==> config.mk <==
export PLATFORM = sky130hd
export DESIGN_NAME = prog_memory
export DESIGN_NICKNAME = d
export VERILOG_FILES = /design/src/rtl/prog_memory.sv
export SDC_FILE = /design/constraint.sdc
export NUM_CORES = 2
export LEC_CHECK = 0
export ABC_AREA = 1
export CELL_PAD_IN_SITES_DETAIL_PLACEMENT = 0
export CELL_PAD_IN_SITES_GLOBAL_PLACEMENT = 1
export CORE_ASPECT_RATIO = 0.8
export CORE_UTILIZATION = 38
export DETAILED_ROUTE_END_ITERATION = 16
export MAX_ROUTING_LAYER = met4
export PLACE_DENSITY_LB_ADDON = 0.1
export SLEW_MARGIN = 20
export SYNTH_ARGS = -nofsm -noshare
export SYNTH_HDL_FRONTEND = slang
export SYNTH_SLANG_ARGS = --single-unit
==> constraint.sdc <==
create_clock -name clk -period 19.9 [get_ports clk]
set_input_delay 3.98 -clock clk [delete_from_list [all_inputs] [get_ports clk]]
set_output_delay 3.98 -clock clk [all_outputs]
set_load 0.02 [all_outputs]
==> src/rtl/prog_memory.sv <==
// ---------------------------------------------------------------------------
// prog_memory
//
// Writable program memory for the CPU fetch path. After reset it fills every
// location with FILL_WORD (HLT), then serves registered fetches that return
// the addressed word and the following word, so two-byte instructions arrive
// in a single access. An external loader can stream words into the array
// through an auto-incrementing load port.
//
// Optional build macro:
//   PROG_MEM_PARITY_EN - store one even-parity bit per word and flag parity
//                        errors on fetch responses via parity_err.
//                        Without it parity_err is tied low.
//
// Ports:
//   clk         in   system clock, rising edge
//   reset_n     in   asynchronous active-low reset
//   fetch_req   in   fetch request
//   fetch_addr  in   fetch address
//   fetch_ready out  fetch port can accept a request (IDLE only)
//   fetch_valid out  one-cycle pulse, response to an accepted fetch
//   fetch_data  out  mem[fetch_addr]
//   fetch_next  out  mem[(fetch_addr+1) mod DEPTH]
//   load_start  in   start a load session at load_base
//   load_base   in   first write address of the session
//   load_valid  in   load_data is valid
//   load_data   in   word to write
//   load_last   in   marks the final word of the session
//   load_ready  out  load port accepting words
//   load_busy   out  memory is filling (INIT) or loading (LOAD)
//   load_count  out  words written in the current or last session
//   parity_err  out  parity failure on the current fetch response
// ---------------------------------------------------------------------------
`timescale 1ns/1ps

module prog_memory #(
   parameter int                DATA_W    = 8,
   parameter int                ADDR_W    = 8,
   parameter logic [DATA_W-1:0] FILL_WORD = 8'hF0
) (
   input  logic              clk,
   input  logic              reset_n,
   input  logic              fetch_req,
   input  logic [ADDR_W-1:0] fetch_addr,
   output logic              fetch_ready,
   output logic              fetch_valid,
   output logic [DATA_W-1:0] fetch_data,
   output logic [DATA_W-1:0] fetch_next,
   input  logic              load_start,
   input  logic [ADDR_W-1:0] load_base,
   input  logic              load_valid,
   input  logic [DATA_W-1:0] load_data,
   input  logic              load_last,
   output logic              load_ready,
   output logic              load_busy,
   output logic [ADDR_W:0]   load_count,
   output logic              parity_err
);

   localparam int DEPTH = 2 ** ADDR_W;

`ifdef PROG_MEM_PARITY_EN
   localparam int MEM_W = DATA_W + 1;
`else
   localparam int MEM_W = DATA_W;
`endif

   localparam logic [1:0] INIT = 2'd0;
   localparam logic [1:0] IDLE = 2'd1;
   localparam logic [1:0] LOAD = 2'd2;

   localparam logic [ADDR_W-1:0] LAST_ADDR = {ADDR_W{1'b1}};
   localparam logic [ADDR_W:0]   COUNT_MAX = {1'b1, {ADDR_W{1'b0}}};

   logic [1:0]        state_q, state_d;
   logic [ADDR_W-1:0] fill_ptr_q, fill_ptr_d;
   logic [ADDR_W-1:0] wr_ptr_q, wr_ptr_d;
   logic [ADDR_W:0]   load_count_q, load_count_d;
   logic              fetch_valid_q;
   logic [DATA_W-1:0] fetch_data_q, fetch_next_q;

   logic [MEM_W-1:0]  mem_q [DEPTH];

   logic              wr_en;
   logic [ADDR_W-1:0] wr_addr;
   logic [DATA_W-1:0] wr_word;
   logic [MEM_W-1:0]  wr_entry;

   logic              fetch_accept;
   logic [ADDR_W-1:0] next_addr;

   assign fetch_accept = fetch_req && (state_q == IDLE);
   // Natural ADDR_W-bit overflow gives the wrap from DEPTH-1 to 0.
   assign next_addr    = fetch_addr + 1'b1;

`ifdef PROG_MEM_PARITY_EN
   // Even parity: the stored bit makes the XOR of the whole entry zero.
   assign wr_entry = {^wr_word, wr_word};
`else
   assign wr_entry = wr_word;
`endif

   // Next-state logic: one write port shared by the INIT fill and the
   // loader, so at most one write happens per cycle.
   always_comb begin
      state_d      = state_q;
      fill_ptr_d   = fill_ptr_q;
      wr_ptr_d     = wr_ptr_q;
      load_count_d = load_count_q;
      wr_en        = 1'b0;
      wr_addr      = fill_ptr_q;
      wr_word      = FILL_WORD;
      case (state_q)
         INIT: begin
            wr_en      = 1'b1;
            wr_addr    = fill_ptr_q;
            fill_ptr_d = fill_ptr_q + 1'b1;
            if (fill_ptr_q == LAST_ADDR) begin
               state_d = IDLE;
            end
         end
         IDLE: begin
            if (load_start) begin
               state_d      = LOAD;
               wr_ptr_d     = load_base;
               load_count_d = '0;
            end
         end
         LOAD: begin
            if (load_valid) begin
               wr_en    = 1'b1;
               wr_addr  = wr_ptr_q;
               wr_word  = load_data;
               wr_ptr_d = wr_ptr_q + 1'b1;
               if (load_count_q != COUNT_MAX) begin
                  load_count_d = load_count_q + 1'b1;
               end
               if (load_last) begin
                  state_d = IDLE;
               end
            end
         end
         default: begin
            state_d = INIT;
         end
      endcase
   end

   // Control registers.
   always_ff @(posedge clk or negedge reset_n) begin
      if (!reset_n) begin
         state_q      <= INIT;
         fill_ptr_q   <= '0;
         wr_ptr_q     <= '0;
         load_count_q <= '0;
      end else begin
         state_q      <= state_d;
         fill_ptr_q   <= fill_ptr_d;
         wr_ptr_q     <= wr_ptr_d;
         load_count_q <= load_count_d;
      end
   end

   // Storage array: no reset so it maps onto block RAM; contents are
   // rebuilt by the INIT fill after every reset.
   always_ff @(posedge clk) begin
      if (wr_en) begin
         mem_q[wr_addr] <= wr_entry;
      end
   end

   // Registered dual read. Outputs only update on an accepted fetch, so
   // they hold the last response while fetch_valid is low.
   always_ff @(posedge clk or negedge reset_n) begin
      if (!reset_n) begin
         fetch_valid_q <= 1'b0;
         fetch_data_q  <= '0;
         fetch_next_q  <= '0;
      end else begin
         fetch_valid_q <= fetch_accept;
         if (fetch_accept) begin
            fetch_data_q <= mem_q[fetch_addr][DATA_W-1:0];
            fetch_next_q <= mem_q[next_addr][DATA_W-1:0];
         end
      end
   end

`ifdef PROG_MEM_PARITY_EN
   logic parity_err_q;

   // Error flag is refreshed on every response, so it stays set until reset
   // or the next clean fetch.
   always_ff @(posedge clk or negedge reset_n) begin
      if (!reset_n) begin
         parity_err_q <= 1'b0;
      end else if (fetch_accept) begin
         parity_err_q <= (^mem_q[fetch_addr]) | (^mem_q[next_addr]);
      end
   end

   assign parity_err = parity_err_q;
`else
   assign parity_err = 1'b0;
`endif

   assign fetch_ready = (state_q == IDLE);
   assign load_ready  = (state_q == LOAD);
   assign load_busy   = (state_q != IDLE);
   assign fetch_valid = fetch_valid_q;
   assign fetch_data  = fetch_data_q;
   assign fetch_next  = fetch_next_q;
   assign load_count  = load_count_q;

endmodule

==> results.yml <==
route:
  dr.pass1.iters: 7
  vias_per_cell: 5.87
  drtIter0Drc: 11100
  antenna_left: 0
  routed_wl_um: 422000
  dr_total_vias: 89600
  drc: 0
  wl_per_cell_um: 27.7
clocking:
  cts_made_buffers: 232
  cts.sinks: 2092
  hold_buffers: 0
  htree_levels: 4
  clk_path_buf_depth: 4
  cts_tree: "yes"
  ctsResizeCount: 0
  clock_latency_ns: 0.93
  post_cts_buffers: 0
  clk_pin_slew_ns: 0.06
  cts_root_buffer: "clkbuf_16"
critical_path:
  path_class: "input pin to flop"
  r2r.worst_path.cells: 8
  path_max_fanout: 204
  cp_data_arrival_time_ns: 9.63
  reg2reg_from: "state_q[0]"
  cp-startpoint: "fetch_addr[0]"
  slowest_delay_ns: 0.83
  required_ns: 20.75
  crit_path_top_delay_cell: "buf_4"
  worstSetupEndpointType: "flop"
  path_cells: "buf_16 > buf_12 > buf_4 > buf_4 > buf_4 > nand2_1 > nand3_1 > nand3_1 > nand3_1 > nand2_1 > nand2_1 > nand3_1 > nand2_1 > nand2_1 > nand3_1 > nand3_1 > nand2_1"
  cp-start-kind: "input pin"
synthesis:
  ys_seq_area_share_pct: 59.4
  syn_avg_cell_area_um2: 8.87
  yosysTopAreaCellShare_pct: 58.3
  yosysWarnings: 0
  ys.flop_type: "edfxtp_1"
  yosys.cell_count.top_type: "nand2_1"
  ys_async_sr_fraction_pct: 2.10
  ys_types: 38
  synth_fp_nets: 11900
  synth_seq_cells: 2092
  synthCells: 11900
  synth.largest_area_cell: "edfxtp_1"
  synth_area_mm2: 0.105
  synth_enable_flop_cells: 2048
  yosys-top-cells-area: "edfxtp_1 58%, nand3_1 19%, nand2_1 16%"
  yosys-top-cells-count: "4369 x nand2_1, 4010 x nand3_1, 2048 x edfxtp_1"
sta:
  tns_ns: 0
  hold_viol: 0
  fin_skew_ns: 0.0622
  drv_slew: 0
  slew_headroom_pct: 13.8
  rsz0062_at_grt: "no"
  achievable-frequency_mhz: 114
  finalCritPeriodShare_pct: 44.1
  worst_pin_slew_ns: 1.29
  setup_viol: 0
  fin_crit_ns: 8.78
power_and_ir_drop:
  p_leak_uw: 0.0423
  switching_share_pct: 31.0
  p_comb_share_pct: 17.2
  p_per_area_mw_per_mm2: 97.7
  ir_drop_v: 0.0000684
  p_sw_uw: 3490
  finalPower_uw: 11300
  cellInternalPower_uw: 7770
  p_clk_share_pct: 37.2
  p_seq_share_pct: 45.6
min_path:
  worstHoldPathType: "flop to flop"
  hp-start: "fill_ptr_q[4]"
  whs_path_depth: 1
die:
  start_util_pct: 38.3
  die-area_mm2: 0.280
  placementRows: 172
  die_w_um: 591
  io_pins: 60
  core_area_mm2: 0.275
  dieHeight_um: 473
grt:
  grt_pass1_wl_um: 602000
  grt_max_degree: 229
  track_usage_pct: 30.4
  grt_pass1_vias: 83200
  antenna_found_initial: 14
  grt-ovfl-total: 0
finish:
  final_cells: 15300
  nNetsFinal: 11500
  seq_area_mm2: 0.0626
  fillCellCount: 26400
  multi_input_comb_area_mm2: 0.0385
  drive_gt1_share_pct: 5.01
  area_delta_synth_final_pct: 9.35
  final_util_pct: 41.9
flow_run:
  maxCapViolations: 0
outcome:
  status: "finished clean"
placed_design:
  place_inst: 14800
  dp_hpwl_um: 244000
  globalplace.congestion: 0.875
  port_buffers: 58
==> kinds of logic after synthesis <==
logic type / count (synthesis) / synth area share (%)
flip-flops: 2092 / 59.4
AO/OA/AOI/OAI: 47 / 0.285
XOR/XNOR: 13 / 0.115
other: 1 / 0.00356
adder cells (fa/ha/maj): 5 / 0.0593
buffers and inverters: 1018 / 4.30
multiplexers: 1 / 0.0107
AND/OR/NAND/NOR: 8711 / 35.9
==> layer usage <==
layer | global-route usage, % | up-vias | share of wire (%)
met4 | 11.0 | 0 | 4.0
met3 | 4.88 | 720 | 8.9
met2 | 44.6 | 4433 | 43
li1 | - | 40200 | -
met1 | 42.5 | 44200 | 44
met5 | - | - | 0
==> placed cells by master, fill, tap and decap left out, types with 50 or more instances in the layout <==
master / netlist / layout
clkinv_2: 0 / 50
inv_1: 66 / 62
edfxtp_1: 2048 / 2048
clkbuf_16: 0 / 234
nand2_1: 4369 / 4351
nor2_1: 301 / 278
clkbuf_1: 287 / 51
clkinv_1: 2 / 60
buf_4: 13 / 152
nand3_1: 4010 / 4010
clkdlybuf4s50_1: 0 / 51
==> layout make-up <==
| class | count | share of cell area, % |
|---|---|---|
| inverter | 79 | 0.294 |
| clock inverter | 126 | 0.788 |
| multi-input combinational | 8778 | 33.4 |
| tap | 3654 | 3.96 |
| clock buffer | 294 | 5.35 |
| sequential | 2092 | 54.3 |
| antenna | 7 | 0.0152 |
| timing repair buffer | 233 | 1.90 |
==> critical path, delay by kind of cell <==
kind          cells  cell delay (ns)
simple gates     12             1.72
buf+inv           5             3.50
==> path summary, 6_finish.rpt <==
check / endpoint / slack [ns]
min in group asynchronous: fill_ptr_q[2] / 3.23
max in group asynchronous: fetch_data[0] / 16.15
hold reg to reg: fill_ptr_q[4] / 0.47
setup / recovery: fetch_next[4] / 11.12
hold / removal: fill_ptr_q[4] / 0.47
setup reg to reg: mem_q[100][6] / 15.14
==> power groups by stage <==
| stage | logic (uW) | registers (uW) | clock network, uW |
|---|---|---|---|
| after floorplan | 1000 | 5210 | 0 |
| after global placement | 1890 | 5220 | 0 |
| after detailed placement | 1900 | 5220 | 0 |
| after CTS | 1910 | 5130 | 4240 |
| after global routing | 2040 | 5140 | 4400 |
| final | 1940 | 5130 | 4190 |
==> through the flow <==
stage | hold WS (ns) | area [um2] | worst slack [ns]
after floorplan | 0.442 | 105000 | 8.62
after global placement | 0.461 | 108000 | 10.36
after detailed placement | 0.462 | 108000 | 10.40
after CTS | 0.473 | 115000 | 11.39
after global routing | 0.494 | 115000 | 10.88
final | 0.468 | 115000 | 11.12
==> state kept, by name (all words and copies together), names as in the netlist <==
name / cells
fetch_next: 8
load_count: 9
fetch_valid: 1
fill_ptr_q: 8
state_q: 2
fetch_data: 8
mem_q: 2048
wr_ptr_q: 8
(Power assumes the default switching activity.)
